## src/rtl/strobe_byte_drain.sv

```systemverilog
// Buffers strobed AW-bit words in a small FIFO and drains them MSB-first as bytes over valid/ready.
// Optional build macro DROP_COUNT_EN adds a saturating drop counter and an 8'hFF marker byte after overflow.
module strobe_byte_drain #(
  parameter int AW         = 64,
  parameter int DEPTH_LOG2 = 2
) (
  input  logic          clock,
  input  logic          reset,
  input  logic [AW-1:0] input_data,
  input  logic          input_enable,
  output logic [7:0]    byte_data,
  output logic          byte_valid,
  input  logic          byte_ready,
  output logic          overflow,
  input  logic          overflow_clear,
  output logic          empty
`ifdef DROP_COUNT_EN
  ,
  output logic [15:0]   drop_count
`endif
);

  localparam int DEPTH = 1 << DEPTH_LOG2;
  localparam int NB    = AW / 8;
  localparam int IDXW  = (NB > 1) ? $clog2(NB) : 1;

  localparam logic [DEPTH_LOG2:0] PTR_ONE  = 1;
  localparam logic [IDXW-1:0]     IDX_ONE  = 1;
  localparam logic [IDXW-1:0]     IDX_LAST = IDXW'(NB - 1);

  typedef enum logic [1:0] {
    IDLE = 2'd0,
    SEND = 2'd1,
    MARK = 2'd2
  } state_t;

  state_t state, state_nxt;

  // FIFO storage and pointers; the extra MSB is the wrap bit.
  logic [AW-1:0]         mem [DEPTH];
  logic [DEPTH_LOG2:0]   wr_ptr, rd_ptr;
  logic [DEPTH_LOG2-1:0] wr_addr, rd_addr;
  logic                  fifo_full, fifo_empty;
  logic                  push, drop, pop;

  logic [AW-1:0]   shift_reg;
  logic [IDXW-1:0] idx;
  logic            accept, last_byte;
  logic            load_mark, shift;
  logic            marker_pending;

  assign wr_addr    = wr_ptr[DEPTH_LOG2-1:0];
  assign rd_addr    = rd_ptr[DEPTH_LOG2-1:0];
  assign fifo_empty = (wr_ptr == rd_ptr);
  assign fifo_full  = (wr_addr == rd_addr) && (wr_ptr[DEPTH_LOG2] != rd_ptr[DEPTH_LOG2]);

  // A pop in the same cycle frees a slot, so a push into a full FIFO still lands.
  assign push = input_enable && (!fifo_full || pop);
  assign drop = input_enable && fifo_full && !pop;

  assign accept    = byte_valid && byte_ready;
  assign last_byte = (idx == IDX_LAST);

  assign byte_data = shift_reg[AW-1 -: 8];
  assign empty     = (state == IDLE) && fifo_empty;

  // NOTE: every clocked block uses non-blocking assignments so all registers update from pre-edge values.
  always_ff @(posedge clock or posedge reset) begin
    if (reset) begin
      wr_ptr <= '0;
      rd_ptr <= '0;
    end else begin
      if (push) wr_ptr <= wr_ptr + PTR_ONE;
      if (pop)  rd_ptr <= rd_ptr + PTR_ONE;
    end
  end

  // NOTE: storage has no reset; the pointers alone decide which entries are valid.
  always_ff @(posedge clock) begin
    if (push) mem[wr_addr] <= input_data;
  end

  always_ff @(posedge clock or posedge reset) begin
    if (reset) begin
      overflow <= 1'b0;
    end else if (drop) begin
      overflow <= 1'b1;
    end else if (overflow_clear) begin
      overflow <= 1'b0;
    end
  end

`ifdef DROP_COUNT_EN
  always_ff @(posedge clock or posedge reset) begin
    if (reset) begin
      drop_count <= '0;
    end else if (overflow_clear) begin
      drop_count <= drop ? 16'd1 : 16'd0;
    end else if (drop && (drop_count != 16'hFFFF)) begin
      drop_count <= drop_count + 16'd1;
    end
  end

  // Armed on the rising edge of overflow; consumed when the marker byte is loaded.
  always_ff @(posedge clock or posedge reset) begin
    if (reset) begin
      marker_pending <= 1'b0;
    end else begin
      if (load_mark)           marker_pending <= 1'b0;
      if (drop && !overflow)   marker_pending <= 1'b1;
    end
  end
`else
  assign marker_pending = 1'b0;
`endif

  always_ff @(posedge clock or posedge reset) begin
    if (reset) state <= IDLE;
    else       state <= state_nxt;
  end

  // NOTE: each combinational block assigns defaults first so no path leaves a signal unassigned (no latches).
  always_comb begin
    state_nxt = state;
    unique case (state)
      IDLE: begin
        if (!fifo_empty) state_nxt = marker_pending ? MARK : SEND;
      end
      SEND: begin
        if (accept && last_byte) begin
          if (fifo_empty) state_nxt = IDLE;
          else            state_nxt = marker_pending ? MARK : SEND;
        end
      end
      MARK: begin
        if (accept) state_nxt = fifo_empty ? IDLE : SEND;
      end
      default: state_nxt = IDLE;
    endcase
  end

  // A pop always feeds a word into SEND; a marker is loaded instead of popping.
  always_comb begin
    pop       = 1'b0;
    load_mark = 1'b0;
    shift     = 1'b0;
    unique case (state)
      IDLE: begin
        pop       = (state_nxt == SEND);
        load_mark = (state_nxt == MARK);
      end
      SEND: begin
        if (accept) begin
          if (last_byte) begin
            pop       = (state_nxt == SEND);
            load_mark = (state_nxt == MARK);
          end
          shift = !pop && !load_mark;
        end
      end
      MARK: begin
        if (accept) begin
          pop   = (state_nxt == SEND);
          shift = !pop;
        end
      end
      default: ;
    endcase
  end

  always_ff @(posedge clock or posedge reset) begin
    if (reset) begin
      shift_reg  <= '0;
      idx        <= '0;
      byte_valid <= 1'b0;
    end else begin
      byte_valid <= (state_nxt != IDLE);
      if (pop) begin
        shift_reg <= mem[rd_addr];
        idx       <= '0;
      end else if (load_mark) begin
        shift_reg            <= '0;
        shift_reg[AW-1 -: 8] <= 8'hFF;
        idx                  <= '0;
      end else if (shift) begin
        shift_reg <= shift_reg << 8;
        idx       <= idx + IDX_ONE;
      end
    end
  end

endmodule
```

## config.mk

```make
export PLATFORM = sky130hd
export DESIGN_NAME = strobe_byte_drain
export DESIGN_NICKNAME = d
export VERILOG_FILES = /design/src/rtl/strobe_byte_drain.sv
export SDC_FILE = /design/constraint.sdc
export NUM_CORES = 1
export LEC_CHECK = 0
export ABC_AREA = 1
export CAP_MARGIN = 25
export CORE_MARGIN = 3
export CORE_UTILIZATION = 54
export DETAILED_ROUTE_END_ITERATION = 12
export PLACE_DENSITY = 0.84
export SYNTH_ARGS = -nofsm -noshare
export SYNTH_HDL_FRONTEND = slang
export SYNTH_SLANG_ARGS = --single-unit
```

## constraint.sdc

```tcl
create_clock -name clock -period 5.15 [get_ports clock]
set_clock_uncertainty 0.2 [all_clocks]
set_input_delay 1.03 -clock clock [delete_from_list [all_inputs] [get_ports clock]]
set_output_delay 1.03 -clock clock [all_outputs]
set_load 0.03 [all_outputs]
```

==> metrics.md <==
| Metric | Value |
|---|---|
| Fmax | ~260 MHz |
| Crit-path max FO | 33 |
| Grt total ovfl | 0 |
| Fillers | 1835 |
| Initial antenna violation count | 1 |
| CP Launch Point | rd_ptr[1]$_DFFE_PP0N_ |
| Final Hold Viols | 0 |
| Total power | between 0.009 and 0.01 W |
| Slew Limit Headroom | between 20% and 30% |
| CP Data Required Time | slightly below 4 ns |
| CP Capture Type | output pin |
| VDD IR max | roughly 290 µV |
| CTS tree | done |
| Crit path kind | reg -> out |
| Run status | finished clean |
| Worst Hold Launch | shift_reg[56]$_DFFE_PP0P_ |
| Maxcap violations | 0 |
| All-Layer GR Usage | between 20% and 30% |
| Vias in the first global route | around 9500 |
| DIE AREA | between 0.02 and 0.03 mm² |
| First-pass GRT wire length | just under 50000 µm |
| Share of cells above drive strength 1 | ~6.7% |
| Drt wl/cell | 18.72 µm |
| Via count | about 9500 |
| Final Max Slew Viols | 0 |
| Initial Util | 55.73% |
| Ys Warns | 0 |
| Sequential area share after synthesis | between 60% and 70% |
| Largest net degree at the start of global routing | approximately 100 |
| Total CTS buffers | 34 |
| Clk root buf | clkbuf_16 |
| Syn nets | around 1300 |
| GPL Wtd Cong | ~0.84 |
| Post CTS Setup Buffer Count | 0 |
| Layout area overhead | 15.33% |
| Fin util | about 64% |
| Detailed Route WL | between 30000 and 40000 µm |
| Placeable core area | between 0.02 and 0.025 mm² |
| Unrepaired setup endpoints after global routing | no |
| TritonRoute pass-1 iters | 7 |
| Endpoints failing setup | 0 |
| Worst hold margin | between 0.3 and 0.4 ns |
| Die Span X | ~170 µm |
| Die Span Y | 165.6 µm |
| Clk buf depth | 3 |
| Mapped Cells | between 1000 and 1500 |
| Worst EP arrival | between 2 and 3 ns |
| Worst slew pin tran | 1.060 ns |
| Leakage | about 6.2 nW |
| FF+latch area | just under 0.01 mm² |
| FF+latch count, synth | 333 |
| FF-to-FF Start | rd_ptr[1]$_DFFE_PP0N_ |
| Fin crit period | about 3.8 ns |
| Post-CTS sizing | 0 |
| Clk slew on worst S/H paths | around 0.06 ns |
| Clk Latency, worst-skew pair | around 0.5 ns |
| Final worst path period share | about 75% |
| Dpl hpwl | around 17000 µm |
| Vias per inst | approximately 6 |
| Post-route DRC | 0 |
| Mean area per synthesized cell | between 10 and 15 µm² |
| Initial drt markers | about 1300 |
| Number of flip-flops in the largest register | ~260 |
| CTS Hold Bufs | 0 |
| Cell Area, Synth | around 0.014 mm² |
| Routed Antenna Nets | 0 |
| H-tree levels | 2 |
| Unique masters post-synth | 26 |
| Clock sink count | between 300 and 400 |
| Min-delay worst type | reg -> reg |
| Startpoint Class | flip-flop |
| Nets | ~1400 |
| Port bufs | between 70 and 80 |
| Multi-input logic area | between 0.003 and 0.004 mm² |
| Power per cell area | about 600 mW/mm² |
| Ports | 80 |
| Row Count | between 50 and 60 |
[worst paths after layout]
path / end / slack, ns / cells after the start
worst max-delay path: empty / 1.31 / 8
worst min-delay path: shift_reg[56]$_DFFE_PP0P_ / 0.31 / 2
worst max register to register: shift_reg[55]$_DFFE_PP0P_ / 1.59 / 16
worst min register to register: shift_reg[56]$_DFFE_PP0P_ / 0.31 / 2
max in group asynchronous: shift_reg[4]$_DFFE_PP0P_ / 3.27 / 3
min in group asynchronous: shift_reg[61]$_DFFE_PP0P_ / 0.63 / 2
[where the power goes]
group / leakage [nW] / switching (W) / internal, W
combinational: 2.35 / 0.00232 / 0.000989
sequential: 3.34 / 0.000263 / 0.00363
clock: 0.520 / 0.000987 / 0.00135
[synthesized netlist by cell type]
cell        n  area, µm²
buf_4      10      75.07
nor3_1      1      5.000
nand2_1   297       1115
inv_1      27      101.4
inv_2       5      18.77
nand4_1     5      31.28
buf_1       5      18.77
xnor2_1     1      8.760
ha_1       11      137.6
clkbuf_1   50      187.7
a21boi_2    1      11.26
a21oi_1     2      10.01
xor2_1      3      26.28
o211ai_1    1      7.510
o22ai_1    64      400.4
o21ai_0   131      655.6
buf_6       5      56.30
a21oi_2     1      8.760
nor2_1    135      506.7
buf_2      19      95.09
dfrtp_1    77       1927
nor2_2      2      12.51
nand3_2     1      10.01
nand3_1   124      620.6
edfxtp_1  256       7687
nand2_2     3      18.77
[metrics by stage]
stage | cell area, µm² | worst slack [ns] | setup TNS [ns] | std cells
after CTS | 15860 | 1.290 | 0 | 1632
after global placement | 14790 | 1.007 | 0 | 1571
after floorplan | 13760 | -0.1895 | -36.38 | 1237
after detailed placement | 14790 | 0.9498 | 0 | 1571
after global routing | 15860 | 1.135 | 0 | 1633
final | 15860 | 1.306 | 0 | 1633
[worst max-delay path, cell delays in order (launching register included)]
cell and delay, ns:
dfrtp_1 0.34, buf_4 0.35, inv_2 0.23, nand2_1 0.11
nand2_1 0.08, nor2_2 0.14, nand3_2 0.11, inv_1 0.07
clkdlybuf4s50_1 0.67
[layout by cell type, fill, tap and decap left out]
master and count:
edfxtp_1 256, xor2_1 3, inv_1 26, a21oi_1 2
clkbuf_8 3, nor2_4 4, o21ai_0 131, nand2_1 297
nand3_1 123, clkinv_1 5, inv_16 1, diode_2 1
nand4_1 5, clkbuf_1 9, clkdlybuf4s50_1 79, ha_1 11
dfrtp_4 1, o211ai_1 1, nor2_1 131, dfrtp_1 76
o22ai_1 64, nor3_1 1, nand2_2 3, buf_4 13
inv_2 5, buf_12 7, clkbuf_16 35, xnor2_1 1
inv_6 2, nor2_2 2, a21oi_2 1, bufinv_16 1
nand3_2 2, a21boi_2 1, clkinv_2 5, clkinvlp_4 1
[kinds of logic after synthesis]
family / after synthesis / share of synthesized area [%]
compound gates: 200 / 7.951
fa+ha+maj: 11 / 1.001
simple gates: 568 / 16.87
xor+xnor: 4 / 0.2548
buf+inv: 121 / 4.021
flops: 333 / 69.91
[routing by layer]
metal / wire length (µm) / track usage [%]
met1: 12300 / 29.94
met2: 15230 / 38.05
met3: 2456 / 3.567
met4: 584 / 7.940
met5: 0 / 0
[layout make-up]
cell class,instances,area share (%)
clock inverters,14,0.7178
repair buffers,99,6.484
inverters,32,0.7652
flip-flops and latches,333,60.64
diodes,1,0.01578
multi-input cells,783,22.83
clock buffers,47,5.995
well taps,324,2.556
(Power assumes the default switching activity.)
